[config.mk]
export PLATFORM = sky130hd
export DESIGN_NAME = fp_mult_result_fifo
export DESIGN_NICKNAME = d
export VERILOG_FILES = /design/src/rtl/fp_mult_result_fifo.sv
export SDC_FILE = /design/constraint.sdc
export NUM_CORES = 1
export LEC_CHECK = 0
export ABC_CLOCK_PERIOD_IN_PS = 3800
export BUFFER_PORTS_ARGS = -buffer_cell sky130_fd_sc_hd__buf_2
export CAP_MARGIN = 20
export CELL_PAD_IN_SITES_DETAIL_PLACEMENT = 1
export CELL_PAD_IN_SITES_GLOBAL_PLACEMENT = 1
export CORE_MARGIN = 3
export CORE_UTILIZATION = 49
export CTS_CLUSTER_DIAMETER = 200
export DETAILED_ROUTE_END_ITERATION = 6
export PLACE_DENSITY_LB_ADDON = 0.05
export SLEW_MARGIN = 0
export SYNTH_ARGS = -nofsm -noshare
export SYNTH_HDL_FRONTEND = slang
export SYNTH_SLANG_ARGS = --single-unit
[constraint.sdc]
create_clock -name clk -period 3.8 [get_ports clk]
set_input_delay 0.76 -clock clk [delete_from_list [all_inputs] [get_ports clk]]
set_output_delay 0.76 -clock clk [all_outputs]
set_load 0.05 [all_outputs]
[src/rtl/fp_mult_result_fifo.sv]
// Result FIFO behind fp_mult_top: buffers product/status pairs for a valid/ready
// consumer and records sticky exception flags plus a saturating count of dropped results.
module fp_mult_result_fifo #(
  parameter int DEPTH  = 4,
  parameter int DATA_W = 32,
  parameter int STAT_W = 8,
  parameter int CNT_W  = 16
) (
  input  logic                     clk,
  input  logic                     rst,
  input  logic                     in_valid,
  input  logic [DATA_W-1:0]        in_z,
  input  logic [STAT_W-1:0]        in_status,
  output logic                     in_ready,
  output logic                     out_valid,
  output logic [DATA_W-1:0]        out_z,
  output logic [STAT_W-1:0]        out_status,
  input  logic                     out_ready,
  output logic [STAT_W-1:0]        flags,
  input  logic                     flags_clr,
  output logic [$clog2(DEPTH):0]   count,
  output logic                     overflow,
  output logic [CNT_W-1:0]         drop_cnt,
  input  logic                     ovf_clr
);

  localparam int PTR_W = $clog2(DEPTH);
  localparam int OCC_W = PTR_W + 1;
  localparam logic [OCC_W-1:0] FULL_CNT = OCC_W'(DEPTH);
  localparam logic [OCC_W-1:0] OCC_ONE  = OCC_W'(1);
  localparam logic [PTR_W-1:0] PTR_ONE  = PTR_W'(1);
  localparam logic [CNT_W-1:0] DROP_ONE = CNT_W'(1);

  logic [DATA_W-1:0] z_mem_q  [DEPTH];
  logic [STAT_W-1:0] st_mem_q [DEPTH];

  logic [PTR_W-1:0]  wr_ptr_q, wr_ptr_d;
  logic [PTR_W-1:0]  rd_ptr_q, rd_ptr_d;
  logic [OCC_W-1:0]  count_q, count_d;
  logic              in_ready_q, in_ready_d;
  logic [STAT_W-1:0] flags_q, flags_d;
  logic              overflow_q, overflow_d;
  logic [CNT_W-1:0]  drop_cnt_q, drop_cnt_d;

  logic full, empty, push, pop, drop;

  assign full  = (count_q == FULL_CNT);
  assign empty = (count_q == '0);
  assign push  = in_valid && !full;
  // A full FIFO drops the incoming result even when a pop frees a slot this cycle.
  assign drop  = in_valid && full;
  assign pop   = !empty && out_ready;

  always_comb begin
    wr_ptr_d   = wr_ptr_q;
    rd_ptr_d   = rd_ptr_q;
    count_d    = count_q;
    flags_d    = flags_q;
    overflow_d = overflow_q;
    drop_cnt_d = drop_cnt_q;

    if (push) wr_ptr_d = wr_ptr_q + PTR_ONE;
    if (pop)  rd_ptr_d = rd_ptr_q + PTR_ONE;

    if (push && !pop)      count_d = count_q + OCC_ONE;
    else if (pop && !push) count_d = count_q - OCC_ONE;

    if (flags_clr)  flags_d = push ? in_status : '0;
    else if (push)  flags_d = flags_q | in_status;

    if (drop) begin
      overflow_d = 1'b1;
      if (ovf_clr)                drop_cnt_d = DROP_ONE;
      else if (drop_cnt_q != '1)  drop_cnt_d = drop_cnt_q + DROP_ONE;
    end else if (ovf_clr) begin
      overflow_d = 1'b0;
      drop_cnt_d = '0;
    end

    // Registered so in_ready never depends combinationally on out_ready.
    in_ready_d = (count_d != FULL_CNT);
  end

  always_ff @(posedge clk or posedge rst) begin
    if (rst) begin
      wr_ptr_q   <= '0;
      rd_ptr_q   <= '0;
      count_q    <= '0;
      in_ready_q <= 1'b1;
      flags_q    <= '0;
      overflow_q <= 1'b0;
      drop_cnt_q <= '0;
    end else begin
      wr_ptr_q   <= wr_ptr_d;
      rd_ptr_q   <= rd_ptr_d;
      count_q    <= count_d;
      in_ready_q <= in_ready_d;
      flags_q    <= flags_d;
      overflow_q <= overflow_d;
      drop_cnt_q <= drop_cnt_d;
    end
  end

  always_ff @(posedge clk) begin
    if (push) begin
      z_mem_q[wr_ptr_q]  <= in_z;
      st_mem_q[wr_ptr_q] <= in_status;
    end
  end

  assign in_ready   = in_ready_q;
  assign out_valid  = !empty;
  assign out_z      = z_mem_q[rd_ptr_q];
  assign out_status = st_mem_q[rd_ptr_q];
  assign flags      = flags_q;
  assign count      = count_q;
  assign overflow   = overflow_q;
  assign drop_cnt   = drop_cnt_q;

endmodule

==> results_dict.tcl, run 1 <==
set metrics [dict create \
    antennaDiodeCount 0 \
    worst-path-max-fanout 42 \
    finalWeightedCongestion 0.771 \
    worst_setup_hold_path_clk_slew_ns 0.07 \
    cts_hold_repair.buffers 0 \
    remaining_drc_errors 0 \
    grt_util_all_layers_pct 19.1 \
    finalHoldWorstSlack_ns 0.442 \
    syn_area_per_cell_um2 19.2 \
    nFillCells 1336 \
    critical_path.startpoint_type "flip-flop" \
    coreArea_um2 14800 \
    grt_start_max_net_pins 43 \
    routed_wl_mm 15.4 \
    fraction_of_layout_cells_with_a_size_suffix_above_1_pct 39.2 \
    die_w_um 130 \
    drtIter0Drc 242 \
    r2r_slack_ns 1.22 \
    drt.antenna.violating_nets 0 \
    edff_count_synth 160 \
    synthesis_warning_total 0 \
    post-cts-setup-buffer-count 0 \
    met2_length_mm 7.86 \
    die-height_um 130 \
    grt.overflow.total 0 \
    flops_latches_synth 193 \
    post-route-util_pct 60.5 \
    netlist_area_um2 7500 \
    rsz0062_at_grt "false" \
    mappedNetlistNets 444 \
    slew_viol_final 0 \
    logic_gate_share_of_total_power_pct 36.4 \
    outcome "finished, final reports clean" \
    cts_root_buffer "sky130_fd_sc_hd__clkbuf_16" \
    routed_wire_length_per_instance_um 21.5 \
    met3_wirelength_um 613 \
    p_leak_uw 0.00331 \
    synthFlopType "sky130_fd_sc_hd__edfxtp_1" \
    final_cell_mix "sky130_fd_sc_hd__edfxtp_1, sky130_fd_sc_hd__buf_2, sky130_fd_sc_hd__mux4_2" \
    initial_core_util_pct 50.9 \
    wirelength_met1_mm 6.76 \
    relSlewSlack_pct 27.5 \
    critical_path.endpoint_type "output pin" \
    cell_int_power_uw 4570 \
    grt_pass1_wl_mm 23.9 \
    peakVddDrop_v 0.000485 \
    cts.path.max_buffers 2 \
    skew_ns 0.00686 \
    ys_top_cells_by_area "sky130_fd_sc_hd__edfxtp_1, sky130_fd_sc_hd__mux4_2, sky130_fd_sc_hd__dfrtp_1" \
    power_switching_share_pct 39.4 \
    cts.sinks 193 \
    fp.dieArea_um2 16800 \
    cts_htree_levels 4 \
    vias 3996 \
    tightest_slew_ns 1.08 \
    dp_hpwl_mm 9.92 \
    r2r-end "drop_cnt[9]$_DFFE_PP0P_" \
    ctsResizeCount 0 \
    io_buffer_count 115 \
    max-cap-violations 0 \
    power.density_nw_per_um2 844 \
    most_frequent_standard_cell_in_the_layout_excluding_fill_and_tap_cells "sky130_fd_sc_hd__edfxtp_1" \
    ff2ff_path_depth 6 \
    yosysTopAreaCellShare_pct 64.0 \
    power_frac_clock_pct 23.4 \
    setup_total_negative_slack_ns 0 \
    async_reset_ff_share_pct 17.1 \
    power.switching_uw 2970 \
    syn-instance-count 390 \
    top_layer_used "met5" \
    crit_required_ns 3.04 \
    vias_per_cell 5.59 \
    post_route_design_area_um2 8930 \
    antenna_found_initial 1 \
    timing.rr.start "count[0]$_DFF_PP0_" \
    cts_inserted_buffers 17 \
    finalWorstPathRequiredPeriod_ns 3.06 \
    cell_area_after_placement_um2 8340 \
    grt_pass1_vias 4304 \
    seqPwrFrac_pct 40.2 \
    seq_area_frac_synth_pct 75.0 \
    cts_tree "done" \
    timing.setup.critical_path_class "reg -> out" \
    hold_class "in -> async" \
    num-nets-final 572 \
    io_pins 116 \
    post-route-period-util_pct 80.5 \
    synth_top_cell_by_area "sky130_fd_sc_hd__edfxtp_1" \
    worstSkewPairLatency_ns 0.42 \
    yosysUniqueCellTypes 48 \
    drt_first_pass_iters 4 \
    setup_viol 0 \
    timing.fmax_mhz 327 \
    growth_of_design_area_from_synthesis_to_finish_pct 18.9 \
    cp.arrival_ns 2.30 \
    placementRows 44 \
    hold_viol_final 0 \
]
-- sequential cells by signal (all words and copies together), names as in the netlist --
name / cells
in_ready: 1
drop_cnt: 16
st_mem_q: 32
count: 3
z_mem_q: 128
wr_ptr_q: 2
flags: 8
rd_ptr_q: 2
overflow: 1
-- Yosys cell counts, types with 5 or more instances --
| cell type | n |
|---|---|
| sky130_fd_sc_hd__mux4_2 | 40 |
| sky130_fd_sc_hd__edfxtp_1 | 160 |
| sky130_fd_sc_hd__ha_1 | 8 |
| sky130_fd_sc_hd__xnor2_1 | 10 |
| sky130_fd_sc_hd__nor3_1 | 6 |
| sky130_fd_sc_hd__clkbuf_1 | 7 |
| sky130_fd_sc_hd__dfrtp_1 | 32 |
| sky130_fd_sc_hd__o21ai_0 | 14 |
| sky130_fd_sc_hd__a21oi_1 | 8 |
| sky130_fd_sc_hd__nand3_1 | 5 |
| sky130_fd_sc_hd__inv_1 | 18 |
| sky130_fd_sc_hd__nand2_1 | 17 |
-- kinds of logic (layout without fill, tap and decap cells) --
family | Yosys count | count (layout) | share of synthesized area [%]
XOR/XNOR | 11 | 11 | 1.28
flip-flops | 193 | 193 | 75.0
buffers and inverters | 34 | 175 | 1.78
multiplexers | 42 | 42 | 12.3
AO/OA/AOI/OAI | 43 | 43 | 3.72
AND/OR/NAND/NOR | 59 | 59 | 4.57
adder cells (fa/ha/maj) | 8 | 8 | 1.33
-- per-stage QoR --
stage | cells | power (uW) | setup slack (ns)
after floorplan | 390 | 5170 | 0.905
after global placement | 683 | 5830 | 1.12
after detailed placement | 683 | 5870 | 1.14
after CTS | 715 | 7630 | 0.669
after global routing | 715 | 7890 | 0.574
final | 715 | 7530 | 0.739
-- worst max-delay path, cell delays in order (launching register included) --
cell                      delay [ns]
sky130_fd_sc_hd__dfrtp_4        0.99
sky130_fd_sc_hd__mux4_2         0.64
sky130_fd_sc_hd__buf_2          0.23
-- layout make-up --
cell class / count / area, um2 / share of cell area (%)
Timing Repair Buffer: 125 / 663 / 7.43
Inverter: 18 / 67.6 / 0.757
Multi-Input combinational cell: 163 / 1740 / 19.5
Sequential cell: 193 / 5640 / 63.1
Tap cell: 184 / 230 / 2.58
Clock buffer: 17 / 425 / 4.77
Clock inverter: 15 / 159 / 1.78
-- how the worst max path moves through the flow --
stage	from	endpoint	cells past startpoint
after CTS	rd_ptr_q[0]$_DFFE_PP0P_	out_status[2]	2
after global placement	rd_ptr_q[0]$_DFFE_PP0P_	out_status[6]	2
after detailed placement	rd_ptr_q[0]$_DFFE_PP0P_	out_z[13]	2
final	rd_ptr_q[0]$_DFFE_PP0P_	out_status[2]	2
after floorplan	count[0]$_DFF_PP0_	st_mem_q[0][0]$_DFFE_PP_	4
after global routing	rd_ptr_q[0]$_DFFE_PP0P_	out_status[2]	2
-- routing by layer --
layer	vias up	GRT usage [%]
li1	1819	-
met4	2	5.68
met1	2080	25.5
met2	82	31.2
met3	13	5.40
met5	-	0
-- power by group through the flow --
stage | logic [uW] | registers (uW) | clock network [uW]
after detailed placement | 2770 | 3090 | 0
after CTS | 2780 | 3050 | 1800
after global placement | 2760 | 3070 | 0
final | 2740 | 3030 | 1760
after floorplan | 2130 | 3040 | 0
after global routing | 2890 | 3100 | 1900
Note: power is estimated with default switching activity, not from simulation.
==> run 2: changes to the inputs <==
--- a/config.mk
+++ b/config.mk
@@ -5,13 +5,14 @@
 export SDC_FILE = /design/constraint.sdc
 export NUM_CORES = 1
 export LEC_CHECK = 0
-export ABC_CLOCK_PERIOD_IN_PS = 3800
+export ABC_AREA = 1
+export ABC_CLOCK_PERIOD_IN_PS = 2700
 export BUFFER_PORTS_ARGS = -buffer_cell sky130_fd_sc_hd__buf_2
 export CAP_MARGIN = 20
 export CELL_PAD_IN_SITES_DETAIL_PLACEMENT = 1
 export CELL_PAD_IN_SITES_GLOBAL_PLACEMENT = 1
 export CORE_MARGIN = 3
-export CORE_UTILIZATION = 49
+export CORE_UTILIZATION = 41
 export CTS_CLUSTER_DIAMETER = 200
 export DETAILED_ROUTE_END_ITERATION = 6
 export PLACE_DENSITY_LB_ADDON = 0.05
==> constraint.sdc (replaced) <==
create_clock -name clk -period 2.7 [get_ports clk]
set_input_delay 0.54 -clock clk [delete_from_list [all_inputs] [get_ports clk]]
set_output_delay 0.54 -clock clk [all_outputs]
set_load 0.05 [all_outputs]
==> run 2 against run 1 <==
Sequential share of layout area down 3.3 points. Sequential power up 33%. Clock-buffer cell count unchanged. Largest cell class unchanged. Largest power group is now combinational logic.
==> results_dict.tcl, run 2 <==
set metrics [dict create \
    fp.dieArea_um2 20900 \
    grt.overflow.total 0 \
    routed_wire_length_per_instance_um 18.4 \
    top_register "z_mem_q" \
    peakVddDrop_v 0.000691 \
    remaining_drc_errors 0 \
    timing.rr.start "count[0]$_DFF_PP0_" \
    slew_viol_final 0 \
    cp.arrival_ns 1.94 \
    vias_per_cell 5.23 \
    initial_core_util_pct 42.0 \
    timing.critical_path.from "rd_ptr_q[1]$_DFFE_PP0P_" \
    cts_tree "done" \
    flops_latches_synth 193 \
    io_buffer_count 115 \
    ctsResizeCount 0 \
    placementRows 50 \
    vias 5344 \
    ys_top_cells_by_count "sky130_fd_sc_hd__edfxtp_1, sky130_fd_sc_hd__nor2_1, sky130_fd_sc_hd__o21ai_0" \
    skew_ns 0.0141 \
    antenna_found_initial 2 \
    die-height_um 145 \
    hold_class "in -> async" \
    relSlewSlack_pct 70.0 \
    final_cell_mix "sky130_fd_sc_hd__edfxtp_1, sky130_fd_sc_hd__buf_2, sky130_fd_sc_hd__nor2_1" \
    post-route-period-util_pct 91.7 \
    tightest_slew_ns 0.450 \
    grt_util_all_layers_pct 18.6 \
    post-cts-setup-buffer-count 0 \
    finalWorstPathRequiredPeriod_ns 2.48 \
    drt_first_pass_iters 6 \
    critical_path.endpoint_type "output pin" \
    fraction_of_layout_cells_with_a_size_suffix_above_1_pct 25.6 \
    cts_hold_repair.buffers 0 \
    p_leak_uw 0.00365 \
    num-nets-final 826 \
    timing.fmax_mhz 404 \
    io_pins 116 \
    coreArea_um2 18800 \
    cts_htree_levels 4 \
    setup_total_negative_slack_ns 0 \
    ys_top_cells_by_area "sky130_fd_sc_hd__edfxtp_1, sky130_fd_sc_hd__dfrtp_1, sky130_fd_sc_hd__o21ai_0" \
    synthFlopType "sky130_fd_sc_hd__edfxtp_1" \
    finalWeightedCongestion 0.792 \
    growth_of_design_area_from_synthesis_to_finish_pct 19.6 \
    mappedNetlistNets 704 \
    grt_start_max_net_pins 67 \
    worst-path-max-fanout 20 \
    worst_setup_hold_path_clk_slew_ns 0.07 \
    power.density_nw_per_um2 1200 \
    most_frequent_standard_cell_in_the_layout_excluding_fill_and_tap_cells "sky130_fd_sc_hd__edfxtp_1" \
    outcome "finished, final reports clean" \
    worstSkewPairLatency_ns 0.43 \
    synthesis_warning_total 0 \
    cell_area_after_placement_um2 8820 \
    routed_wl_mm 18.8 \
    netlist_area_um2 7880 \
    crit_required_ns 2.16 \
    synth.most_common_cell "sky130_fd_sc_hd__edfxtp_1" \
    yosysUniqueCellTypes 29 \
    grt_pass1_wl_mm 29.6 \
    nFillCells 2048 \
    async_reset_ff_share_pct 17.1 \
    critical_path.startpoint_type "flip-flop" \
    syn-instance-count 650 \
    cts_inserted_buffers 17 \
    seq_area_frac_synth_pct 71.5 \
    cts.path.max_buffers 2 \
    cts.sinks 193 \
    drt.antenna.violating_nets 0 \
    yosysTopAreaCellShare_pct 61.0 \
    power.total_uw 11300 \
    largest_register_ffs 128 \
    die_w_um 145 \
    synth_top_cell_by_area "sky130_fd_sc_hd__edfxtp_1" \
    setup_viol 0 \
    drtIter0Drc 260 \
    grt_pass1_vias 5656 \
    post_route_design_area_um2 9420 \
    rsz0062_at_grt "false" \
    hold_viol_final 0 \
    dp_hpwl_mm 12.5 \
    syn_area_per_cell_um2 12.1 \
    post-route-util_pct 50.2 \
    edff_count_synth 160 \
    max-cap-violations 0 \
    timing.setup.critical_path_class "reg -> out" \
    cts_root_buffer "sky130_fd_sc_hd__clkbuf_16" \
]
run 2: cell types whose count changed after synthesis, sizes merged, moves of 18 or more:
cell    previous run  this run
nor2               3       110
o22ai              0        40
nand2             17        84
mux4              40         0
inv               18        49
clkbuf             8        26
o21ai             14       102
run 2: kinds of logic (layout without fill, tap and decap cells):
family	after synthesis	count (layout)	share of synthesized area, %
compound gates	144	144	10.2
xor+xnor	4	4	0.445
fa+ha+maj	8	8	1.27
buf+inv	78	213	3.83
flops	193	193	71.5
other cells	0	3	0
simple gates	223	223	12.8
run 2: stage by stage:
stage,setup WS (ns),std cells,hold slack (ns)
after CTS,0.0843,1019,0.112
after detailed placement,0.561,987,0.480
after floorplan,-0.0277,650,0.580
after global placement,0.625,987,0.469
after global routing,0.102,1021,0.132
final,0.223,1022,0.106
run 2: worst paths after layout:
kind / end / slack (ns) / cells after the start
max: out_status[3] / 0.22 / 5
min: rd_ptr_q[0]$_DFFE_PP0P_ / 0.11 / 2
max reg2reg: in_ready$_DFF_PP1_ / 0.58 / 10
min reg2reg: overflow$_DFFE_PP0P_ / 0.50 / 2
max in group asynchronous: drop_cnt[4]$_DFFE_PP0P_ / 1.91 / 3
min in group clk: z_mem_q[3][21]$_DFFE_PP_ / 0.33 / 1
run 2: power by group:
group | total, uW | leakage, uW | internal (uW) | switching (uW)
combinational | 4840 | 0.00148 | 1080 | 3760
clock | 2480 | 0.000278 | 1370 | 1110
sequential | 4020 | 0.00189 | 3850 | 168
run 2: cell type report:
| class | instances | area (um2) | area share, % |
|---|---|---|---|
| flip-flops and latches | 193 | 5630 | 59.8 |
| multi-input cells | 379 | 1970 | 20.9 |
| repair buffers | 132 | 744 | 7.90 |
| clock buffers | 17 | 425 | 4.52 |
| well taps | 234 | 293 | 3.11 |
| inverters | 49 | 188 | 1.99 |
| clock inverters | 15 | 156 | 1.66 |
| diodes | 3 | 7.51 | 0.0797 |
run 2: layer usage:
layer,share of wire (%),wire length (um),GRT usage (%)
met1,43,8110,22.8
met4,0.75,141,6.77
met2,53,9960,32.5
met3,3.4,633,3.80
met5,0,0,0
run 2: critical path: stages (launching register included):
cell and delay (ns):
sky130_fd_sc_hd__dfrtp_1 0.42, sky130_fd_sc_hd__clkinvlp_4 0.18, sky130_fd_sc_hd__buf_4 0.28, sky130_fd_sc_hd__o21ai_0 0.13, sky130_fd_sc_hd__o22ai_1 0.20, sky130_fd_sc_hd__buf_2 0.31
==> run 3: changes to the inputs <==
--- a/config.mk
+++ b/config.mk
@@ -11,6 +11,7 @@
 export CAP_MARGIN = 20
 export CELL_PAD_IN_SITES_DETAIL_PLACEMENT = 1
 export CELL_PAD_IN_SITES_GLOBAL_PLACEMENT = 1
+export CORE_ASPECT_RATIO = 0.5
 export CORE_MARGIN = 3
 export CORE_UTILIZATION = 41
 export CTS_CLUSTER_DIAMETER = 200
==> run 3 against run 2 <==
Sequential share of layout area down 0.25 points. Worst hold slack better by 0.10 ns. Flip-flop and latch count unchanged. Critical path type unchanged.
==> results_dict.tcl, run 3 (synthesis results as in run 2) <==
set metrics [dict create \
    outcome "finished, final reports clean" \
    die-height_um 104 \
    antenna_found_initial 2 \
    hold_class "in -> async" \
    final_cell_mix "sky130_fd_sc_hd__edfxtp_1, sky130_fd_sc_hd__buf_2, sky130_fd_sc_hd__nor2_1" \
    fraction_of_layout_cells_with_a_size_suffix_above_1_pct 25.4 \
    worst_setup_hold_path_clk_slew_ns 0.07 \
    critical_path.endpoint_type "output pin" \
    crit_chain "inv_2, buf_4, o21ai_0, o22ai_1, buf_2" \
    tightest_slew_ns 0.464 \
    dp_worst_setup_slack_ns 0.634 \
    die_w_um 202 \
    initial_core_util_pct 42.3 \
    skew_ns 0.0104 \
    most_frequent_standard_cell_in_the_layout_excluding_fill_and_tap_cells "sky130_fd_sc_hd__edfxtp_1" \
    cts_tree "done" \
    drt_first_pass_iters 4 \
    vias_per_cell 5.07 \
    finalHoldWorstSlack_ns 0.205 \
    growth_of_design_area_from_synthesis_to_finish_pct 20.1 \
    worst-path-max-fanout 33 \
    power.density_nw_per_um2 1200 \
    cts_htree_levels 4 \
    cts_root_buffer "sky130_fd_sc_hd__clkbuf_16" \
    gr-usage-met3_pct 5.00 \
    dp_hpwl_mm 12.2 \
    coreArea_um2 18600 \
    finalWorstSetupSlack_ns 0.247 \
    worst_path_dominant_cell_family "buffers and inverters" \
    cp.arrival_ns 1.91 \
    io_pins 116 \
    relSlewSlack_pct 69.0 \
    power.total_uw 11400 \
    crit_required_ns 2.16 \
    timing.fmax_mhz 408 \
    grt.overflow.total 0 \
    worstSkewPairLatency_ns 0.44 \
    slowest_stage "sky130_fd_sc_hd__dfrtp_2" \
    vias 5288 \
    grt_pass1_vias 5624 \
    grt_start_max_net_pins 62 \
    hold_viol_final 0 \
    drtIter0Drc 183 \
    critical_path.startpoint_type "flip-flop" \
    largest_register_ffs 128 \
    cts_hold_repair.buffers 0 \
    num-nets-final 823 \
    grt_util_met1_pct 24.1 \
    top_register "z_mem_q" \
    grt.met2_usage_pct 31.7 \
    grt_pass1_wl_mm 30.4 \
    grt_util_all_layers_pct 18.7 \
    cts_inserted_buffers 17 \
    ctsResizeCount 0 \
    p_leak_uw 0.00365 \
    remaining_drc_errors 0 \
    worst-path-buf-inv 3 \
    setup_total_negative_slack_ns 0 \
    peakVddDrop_v 0.000667 \
    routed_wl_mm 19.1 \
    cts.path.max_buffers 2 \
    timing.setup.critical_path_class "reg -> out" \
    drt.antenna.violating_nets 0 \
    grt_busiest_layer "met2" \
    io_buffer_count 115 \
    rsz0062_at_grt "false" \
    post-route-util_pct 50.8 \
    max-cap-violations 0 \
    post-route-period-util_pct 90.9 \
    post-cts-setup-buffer-count 0 \
    slew_viol_final 0 \
    cts.sinks 193 \
    finalWeightedCongestion 0.764 \
    placementRows 35 \
    slowest_delay_ns 0.44 \
    finalWorstPathRequiredPeriod_ns 2.45 \
    routed_wire_length_per_instance_um 18.3 \
    fp.dieArea_um2 21000 \
    setup_viol 0 \
]
## run 3: cell types whose count changed in the layout (fill, tap and decap cells not counted), sizes merged
cell	delta
diode	-2
buf	-3
bufinv	-2
inv	+4
clkinvlp	-2
clkinv	-1
clkbuf	+1
## run 3: layout make-up
type | count | area [um2]
clock buffer | 18 | 429
inverter | 49 | 184
sequential | 193 | 5630
multi-input combinational | 379 | 1970
tap | 259 | 324
clock inverter | 14 | 159
antenna | 1 | 2.50
timing repair buffer | 129 | 756
fill | 1976 | 9150
## run 3: worst register-to-register path, cell delays in order, from the launching register on
cell and delay, ns:
sky130_fd_sc_hd__dfrtp_1 0.39, sky130_fd_sc_hd__inv_1 0.09, sky130_fd_sc_hd__ha_1 0.21, sky130_fd_sc_hd__nand2_1 0.11, sky130_fd_sc_hd__nand2_2 0.18, sky130_fd_sc_hd__inv_1 0.35
sky130_fd_sc_hd__nand2_1 0.19, sky130_fd_sc_hd__o21ai_0 0.18, sky130_fd_sc_hd__nand2_1 0.06, sky130_fd_sc_hd__o21ai_1 0.12, sky130_fd_sc_hd__nand2_1 0.07
## run 3: path summary, 6_finish.rpt
path | start | to | slack [ns] | depth (start not counted)
min in group clk | in_z[30] | z_mem_q[0][30]$_DFFE_PP_ | 0.32 | 1
setup / recovery | rd_ptr_q[0]$_DFFE_PP0P_ | out_z[27] | 0.25 | 5
hold / removal | rst | drop_cnt[2]$_DFFE_PP0P_ | 0.21 | 3
hold reg to reg | overflow$_DFFE_PP0P_ | overflow$_DFFE_PP0P_ | 0.49 | 2
setup reg to reg | count[0]$_DFF_PP0_ | in_ready$_DFF_PP1_ | 0.68 | 10
max in group asynchronous | rst | rd_ptr_q[0]$_DFFE_PP0P_ | 2.15 | 3
## run 3: report_power, final
part	total (uW)	switching, uW	internal, uW
registers	4010	169	3840
clock network	2490	1240	1250
logic	4860	3760	1100
## run 3: per-stage QoR
step,cells,cell area [um2]
floorplan,650,7890
global placement,1009,8870
detailed placement,1009,8870
CTS,1041,9460
global route,1041,9460
finish,1042,9460
## run 3: per-layer routing
layer  routed length (um)  vias to the layer above
li1                     -                     2533
met1                 8660                     2644
met2                 9280                       89
met3                  907                       18
met4                  195                        4
met5                   16                        -
